## src/rtl/jt8255_multi.sv

```systemverilog
// jt8255_multi -- multi-port 8255-style parallel interface.
//
// NPORTS independent DW-bit ports. Each port is configured by the CPU as input or
// output, in basic mode (direct latch / sample) or strobed mode (DEPTH-entry FIFO
// with peripheral handshake and a per-port interrupt). Port interrupts are ORed
// onto irq.
//
// Ports:
//   clk, rstn         clock, synchronous active-low reset
//   addr              addr[0]=0 data, 1 control/status; port index = addr >> 1
//   din / dout        CPU write data / registered CPU read data
//   rdn, wrn, csn     active-low read, write and chip-select strobes
//   irq               registered OR of all port interrupts
//   port_din          peripheral input data, port p at [p*DW +: DW]
//   port_dout         peripheral output data, port p at [p*DW +: DW]
//   port_oe           1 = port drives its pins (output direction)
//   port_stb          input strobed mode: rising edge pushes port_din
//   port_ack          output strobed mode: rising edge pops the FIFO head
//   port_rdy          input strobed mode: FIFO not full
//   port_obf          output strobed mode: FIFO not empty
module jt8255_multi #(
  parameter int NPORTS = 3,
  parameter int DW     = 8,
  parameter int DEPTH  = 4,
  parameter int AW     = $clog2(NPORTS) + 1
) (
  input  logic                 clk,
  input  logic                 rstn,
  input  logic [AW-1:0]        addr,
  input  logic [DW-1:0]        din,
  output logic [DW-1:0]        dout,
  input  logic                 rdn,
  input  logic                 wrn,
  input  logic                 csn,
  output logic                 irq,
  input  logic [NPORTS*DW-1:0] port_din,
  output logic [NPORTS*DW-1:0] port_dout,
  output logic [NPORTS-1:0]    port_oe,
  input  logic [NPORTS-1:0]    port_stb,
  input  logic [NPORTS-1:0]    port_ack,
  output logic [NPORTS-1:0]    port_rdy,
  output logic [NPORTS-1:0]    port_obf
);

  localparam int PW = $clog2(DEPTH);
  localparam int CW = PW + 1;

  logic                 w_read;
  logic                 w_write;
  logic                 w_rd_first;
  logic                 w_wr_commit;
  logic [AW-1:0]        w_rd_port;
  logic [AW-1:0]        w_wr_port;
  logic [NPORTS*DW-1:0] w_rd_val;
  logic [NPORTS-1:0]    w_intr;
  logic [DW-1:0]        w_rd_data;

  logic [DW-1:0]        r_din;
  logic [AW-1:0]        r_addr;
  logic                 r_last_write;
  logic                 r_last_read;
  logic [DW-1:0]        r_dout;
  logic                 r_irq;

  assign w_read      = !rdn && !csn;
  assign w_write     = !wrn && !csn;
  assign w_rd_first  = w_read && !r_last_read;
  // A write commits once the access ends, using the data/address captured
  // during its last active cycle.
  assign w_wr_commit = !w_write && r_last_write;
  assign w_rd_port   = addr >> 1;
  assign w_wr_port   = r_addr >> 1;

  assign dout = r_dout;
  assign irq  = r_irq;

  // Bus front end: capture write data/address and strobe history, load dout, register irq.
  always_ff @(posedge clk) begin
    if (!rstn) begin
      r_din        <= {DW{1'b0}};
      r_addr       <= {AW{1'b0}};
      r_last_write <= 1'b0;
      r_last_read  <= 1'b0;
      r_dout       <= {DW{1'b1}};
      r_irq        <= 1'b0;
    end else begin
      r_din        <= din;
      r_addr       <= addr;
      r_last_write <= w_write;
      r_last_read  <= w_read;
      if (w_rd_first) begin
        r_dout <= w_rd_data;
      end else begin
        r_dout <= r_dout;
      end
      r_irq <= |w_intr;
    end
  end

  // Read mux: addressed port's value; indices beyond NPORTS read as zero.
  always_comb begin
    w_rd_data = {DW{1'b0}};
    for (int p = 0; p < NPORTS; p++) begin
      if (w_rd_port == AW'(p)) begin
        w_rd_data = w_rd_val[p*DW +: DW];
      end else begin
        w_rd_data = w_rd_data;
      end
    end
  end

  for (genvar gp = 0; gp < NPORTS; gp++) begin : g_port
    logic          r_dir;
    logic          r_mode;
    logic          r_inte;
    logic          r_ovf;
    logic [DW-1:0] r_latch;
    logic [DW-1:0] r_pin;
    logic          r_last_stb;
    logic          r_last_ack;
    logic [DW-1:0] r_mem [DEPTH];
    logic [PW-1:0] r_rdptr;
    logic [PW-1:0] r_wrptr;
    logic [CW-1:0] r_cnt;

    logic          w_sel_rd;
    logic          w_dat_rd;
    logic          w_st_rd;
    logic          w_sel_wr;
    logic          w_ctl_wr;
    logic          w_dat_wr;
    logic          w_empty;
    logic          w_full;
    logic          w_st_empty;
    logic          w_st_full;
    logic [DW-1:0] w_pin;
    logic [DW-1:0] w_head;
    logic          w_stb_rise;
    logic          w_ack_rise;
    logic          w_push;
    logic          w_pop_req;
    logic [DW-1:0] w_push_data;
    logic          w_pass;
    logic          w_do_pop;
    logic          w_do_push;
    logic          w_drop;
    logic          w_clear;
    logic [DW-1:0] w_val;
    logic [DW-1:0] w_pdout;

    assign w_pin      = port_din[gp*DW +: DW];
    assign w_sel_rd   = w_rd_first && (w_rd_port == AW'(gp));
    assign w_dat_rd   = w_sel_rd && !addr[0];
    assign w_st_rd    = w_sel_rd && addr[0];
    assign w_sel_wr   = w_wr_commit && (w_wr_port == AW'(gp));
    assign w_ctl_wr   = w_sel_wr && r_addr[0];
    assign w_dat_wr   = w_sel_wr && !r_addr[0];
    assign w_empty    = (r_cnt == {CW{1'b0}});
    assign w_full     = (r_cnt == CW'(DEPTH));
    // FIFO flags are only meaningful (and reported) in strobed mode.
    assign w_st_empty = r_mode && w_empty;
    assign w_st_full  = r_mode && w_full;
    assign w_head     = r_mem[r_rdptr];
    assign w_stb_rise = port_stb[gp] && !r_last_stb;
    assign w_ack_rise = port_ack[gp] && !r_last_ack;

    // Route push/pop requests according to direction in strobed mode.
    always_comb begin
      w_push      = 1'b0;
      w_pop_req   = 1'b0;
      w_push_data = w_pin;
      if (r_mode) begin
        if (r_dir) begin
          w_push      = w_stb_rise;
          w_pop_req   = w_dat_rd;
          w_push_data = w_pin;
        end else begin
          w_push      = w_dat_wr;
          w_pop_req   = w_ack_rise;
          w_push_data = r_din;
        end
      end else begin
        w_push    = 1'b0;
        w_pop_req = 1'b0;
      end
    end

    // Pop goes first: on an empty FIFO a simultaneous push is consumed at once
    // (w_pass), on a full FIFO the pop frees the slot for the push.
    assign w_pass    = w_push && w_pop_req && w_empty;
    assign w_do_pop  = w_pop_req && !w_empty;
    assign w_do_push = w_push && !w_pass && (!w_full || w_do_pop);
    assign w_drop    = w_push && w_full && !w_do_pop;
    assign w_clear   = w_ctl_wr && ((r_din[0] != r_dir) || (r_din[1] != r_mode) || r_din[3]);

    assign w_intr[gp] = r_mode && r_inte && (r_dir ? !w_empty : !w_full);

    // CPU-visible value for this port (status or data, depending on addr[0]).
    always_comb begin
      w_val = {DW{1'b0}};
      if (addr[0]) begin
        w_val = {{(DW-7){1'b0}}, r_ovf, w_intr[gp], w_st_empty, w_st_full, r_inte, r_mode, r_dir};
      end else if (!r_mode) begin
        w_val = r_dir ? w_pin : r_latch;
      end else if (r_dir) begin
        w_val = w_pass ? w_pin : (w_empty ? {DW{1'b0}} : w_head);
      end else begin
        w_val = w_empty ? {DW{1'b1}} : w_head;
      end
    end

    // Pin-side output value built purely from port registers.
    always_comb begin
      w_pdout = {DW{1'b1}};
      if (!r_mode) begin
        w_pdout = r_dir ? r_pin : r_latch;
      end else if (!r_dir) begin
        w_pdout = w_empty ? {DW{1'b1}} : w_head;
      end else begin
        w_pdout = {DW{1'b1}};
      end
    end

    assign w_rd_val[gp*DW +: DW]  = w_val;
    assign port_dout[gp*DW +: DW] = w_pdout;
    assign port_oe[gp]            = !r_dir;
    assign port_rdy[gp]           = r_mode && r_dir && !w_full;
    assign port_obf[gp]           = r_mode && !r_dir && !w_empty;

    // Port state: configuration, latch, pin sample, edge history, FIFO pointers and overflow.
    always_ff @(posedge clk) begin
      if (!rstn) begin
        r_dir      <= 1'b1;
        r_mode     <= 1'b0;
        r_inte     <= 1'b0;
        r_ovf      <= 1'b0;
        r_latch    <= {DW{1'b1}};
        r_pin      <= {DW{1'b1}};
        r_last_stb <= 1'b0;
        r_last_ack <= 1'b0;
        r_rdptr    <= {PW{1'b0}};
        r_wrptr    <= {PW{1'b0}};
        r_cnt      <= {CW{1'b0}};
      end else begin
        r_last_stb <= port_stb[gp];
        r_last_ack <= port_ack[gp];
        r_pin      <= w_pin;
        if (w_ctl_wr) begin
          r_dir  <= r_din[0];
          r_mode <= r_din[1];
          r_inte <= r_din[2];
        end
        if (w_dat_wr && !r_mode && !r_dir) begin
          r_latch <= r_din;
        end
        if (w_clear) begin
          r_rdptr <= {PW{1'b0}};
          r_wrptr <= {PW{1'b0}};
          r_cnt   <= {CW{1'b0}};
        end else begin
          if (w_do_pop) begin
            r_rdptr <= r_rdptr + PW'(1);
          end
          if (w_do_push) begin
            r_wrptr <= r_wrptr + PW'(1);
          end
          r_cnt <= r_cnt + CW'(w_do_push) - CW'(w_do_pop);
        end
        // A drop in the same cycle as a status read stays visible.
        if (w_clear) begin
          r_ovf <= 1'b0;
        end else if (w_drop) begin
          r_ovf <= 1'b1;
        end else if (w_st_rd) begin
          r_ovf <= 1'b0;
        end
      end
    end

    // FIFO storage; contents need no reset since the count gates every read.
    always_ff @(posedge clk) begin
      if (w_do_push && !w_clear) begin
        r_mem[r_wrptr] <= w_push_data;
      end
    end
  end

endmodule

```

## config.mk

```make
export PLATFORM = sky130hd
export DESIGN_NAME = jt8255_multi
export DESIGN_NICKNAME = d
export VERILOG_FILES = /design/src/rtl/jt8255_multi.sv
export SDC_FILE = /design/constraint.sdc
export NUM_CORES = 1
export LEC_CHECK = 0
export BUFFER_PORTS_ARGS = -buffer_cell sky130_fd_sc_hd__buf_2
export CORE_UTILIZATION = 50
export DETAILED_ROUTE_END_ITERATION = 8
export HOLD_SLACK_MARGIN = 0.08
export PLACE_DENSITY = 0.71
export REMOVE_ABC_BUFFERS = 1
export SLEW_MARGIN = 30
export SYNTH_ARGS = -nofsm -noshare
export SYNTH_HDL_FRONTEND = slang
export SYNTH_SLANG_ARGS = --single-unit
```

## constraint.sdc

```tcl
create_clock -name clk -period 2.8 [get_ports clk]
set_clock_uncertainty 0.05 [all_clocks]
set_input_delay 0.42 -clock clk [delete_from_list [all_inputs] [get_ports clk]]
set_output_delay 0.42 -clock clk [all_outputs]
set_load 0.005 [all_outputs]
```

==> run metrics <==
Fin. Hold Viols=0; Die Area=0.0207 sq mm; WHS Path Cells=2; R2R Path End=g_port[1].r_cnt[2]; Least-Margin Pin Slew=0.860 ns; Skew-Pair Late Insertion Delay=0.50 ns; Boundary Pins=88; Hold Crit Endpoint=g_port[1].r_pin[6]; layout filler cell count=1626; CTS max path bufs=3; number of global-route vias before repair=7231; P_sw=1.46 mW; delay-heaviest family, CP=adder cells; # nets final=1098; mapped cell area=0.0101 sq mm; Max Cap Violations=0; Worst Path Max Fanout=3; chip height=144 um; post-synthesis sequential area ratio=51.5%; number of flops mapped to enable cells by yosys=96; PD cells=537 mW/mm^2; Port Buffers=87; drt total wl=26.3 mm; Power, Total=6.44 mW; Synth Area per Inst=11.2 sq um; CTS buffer count=23; Final Setup Violations=0; RePlAce Congestion=0.913; Layout Cells excl Fill=1314; Residual DRC=0; reg2reg start=r_last_read; cell-internal power=4.97 mW; Sequential Power Share=51.3%; post-DP HPWL=19.0 mm; Final WS setup=0.0612 ns; Top FF cell, synth=dfxtp_1; Max H-tree Level=1; slowest CP cell=fa_1; post-layout util=61.1%; gr usage total=25.8%; hold slack final=0.0826 ns; first-pass GRT wire length=40.3 mm; Yosys warning total=0; global route overflow=0; Placed Area=0.0111 sq mm; Reg clk slew, reported paths=0.06 ns; Vias=7511; CTS root buf=clkbuf_16; Max VDD drop=0.000419 V; Hold WC Path Type=input pin to flop; Crit path largest cell delay=0.36 ns; Inst Count DP=1264; Mapped Cells=902; Sw Ratio=22.7%; cell row count=51; fraction of layout cells with a size suffix above 1=26.4%; remaining antenna violation count=0; CTS tree=built; Starting Density=51.4%; DRT iter0 DRCs=689; worst path required time=3.11 ns; area grow syn2layout=18.9%; fmax=365 MHz; Worst setup SP type=flop; CTS sink cnt=211; initial antenna violation count=2; RSZ-0062 raised after global routing=true; Core Area=0.0196 sq mm; Worst Path Buf+Inv=4; vias per cell=5.72; TNS Setup=0 ns; Tcrit/Tclk final=97.8%; multi-input logic area=0.00458 sq mm; width of the die=144 um; path depth of the worst reg2reg path=14; Pre-antenna DRT Iters=7; Crit Path Class=flop to flop; fin. max-slew vios=0; Cell Chain, Critical Path=nor4_4, buf_4, a32oi_2, xnor2_1, a21oi_2, inv_1, ha_1, inv_1, ha_1, inv_1, fa_1, xor2_1, xnor2_1, nor2_1; Placement Setup Slack=-0.287 ns; P_leak=4.63 nW; number of synthesized register bits=211; crit-path most repeated cell=inv_1; clock power share=42.4%; wire per inst=20.0 um; fin crit period=2.74 ns; design area=0.0120 sq mm; worst path arrival time=3.05 ns; register area=0.00519 sq mm; Logic pwr share=6.3%; relative slew slack=41.9%; Distinct cells, synth=76; pin count of the biggest net entering global routing=69; Async SR Flop Fraction=0%; run status=completed; Reg2Reg Setup Slack=0.06 ns; crit end category=flop; critical hold path startpoint=port_din[14]
## final cells by class
type / count / area share [%]
inverter: 25 / 0.783
multi-input combinational: 604 / 38.2
antenna: 1 / 0.0209
clock buffer: 30 / 5.11
clock inverter: 11 / 0.460
tap: 265 / 2.77
sequential: 211 / 43.3
timing repair buffer: 167 / 9.34
## cell usage after synthesis, drive strengths merged (4+ instances only)
master   count  area share [%]
nor3         9            0.45
nor4         7            0.88
ha          17             2.1
buf         29             1.8
nand3b       5            0.37
a211oi      11            0.82
nand2       84             3.1
nor2        64             2.4
xor2        13             1.1
nand3        8            0.45
mux2i       38             3.8
o31ai        7            0.71
a221oi       4            0.35
a21oi       62             3.1
a41oi        4            0.42
inv         25            0.93
o2111ai      6            0.52
or4          4            0.34
xnor2       16             1.4
edfxtp      96              29
nor3b        6            0.45
o22a         7            0.61
o21ai       17            0.84
and2        30             1.9
mux2        30             3.4
and3         9            0.56
dfxtp      115              23
a31oi       10            0.62
a21o         4            0.30
or3          5            0.31
nand2b      30             1.9
nor2b       18             1.1
mux4        24             5.4
clkbuf      33             1.3
o311ai       4            0.35
nand4        4            0.25
## flip-flops by register name, indices dropped and copies added (netlist names), 6 cells and up, named ones only
name	flops
dout	8
g_port.r_rdptr	6
g_port.r_latch	24
g_port.r_cnt	9
g_port.r_wrptr	6
r_din	8
g_port.r_mem	96
g_port.r_pin	24
## how the worst max path moves through the flow
stage	startpoint	cells after the start	endpoint	slack (ns)
2_1_floorplan	g_port[0].r_dir	11	g_port[0].r_cnt[2]	-0.21
3_3_place_gp	rdn	13	g_port[0].r_cnt[2]	-0.22
3_5_place_dp	rdn	13	g_port[0].r_cnt[2]	-0.29
4_1_cts	r_last_read	12	g_port[0].r_cnt[2]	0.02
5_1_grt	r_last_read	14	g_port[1].r_cnt[2]	-0.09
6_report	r_last_read	14	g_port[1].r_cnt[2]	0.06
## power groups by stage
stage          Clock [mW]  Sequential (mW)  Combinational, mW
2_1_floorplan           0             3.35              0.175
3_3_place_gp            0             3.36              0.380
3_5_place_dp            0             3.37              0.385
4_1_cts              2.76             3.30              0.393
5_1_grt              2.90             3.30              0.438
6_report             2.73             3.30              0.404
## per-layer routing
layer  vias to the layer above  part of all wire [%]  global-route usage (%)
met5                         -                 0.030                       0
met4                         2                   2.1                    7.84
met3                        43                   7.7                    5.03
met2                       296                    46                    41.6
met1                      3628                    44                    34.9
li1                       3542                     -                       -
## cell families after synthesis
group,share of synthesized area [%]
and+or+nand+nor,15.1
buffers and inverters,4.04
adders and majority gates,2.71
DFF,51.5
muxes,12.5
xor gates and xnor gates,2.52
AOI/OAI and AO/OA,11.7
## layout by cell type, fill, tap and decap left out, types with 29 or more instances in the layout
cell type,n
buf_4,68
buf_2,87
and2_1,29
nand2_1,84
mux2_2,30
nor2_1,64
nand2b_1,30
dfxtp_1,114
edfxtp_1,96
mux2i_1,38
a21oi_1,61
## repair_timing
action	in CTS	in global routing
pin swaps	1	6
gates cloned	0	0
buffers inserted	0	3
hold endpoints to repair	5	0
hold buffers	5	0
setup endpoints to repair	3	8
gates resized for setup	1	17
Power figures use the tool's default switching activity.
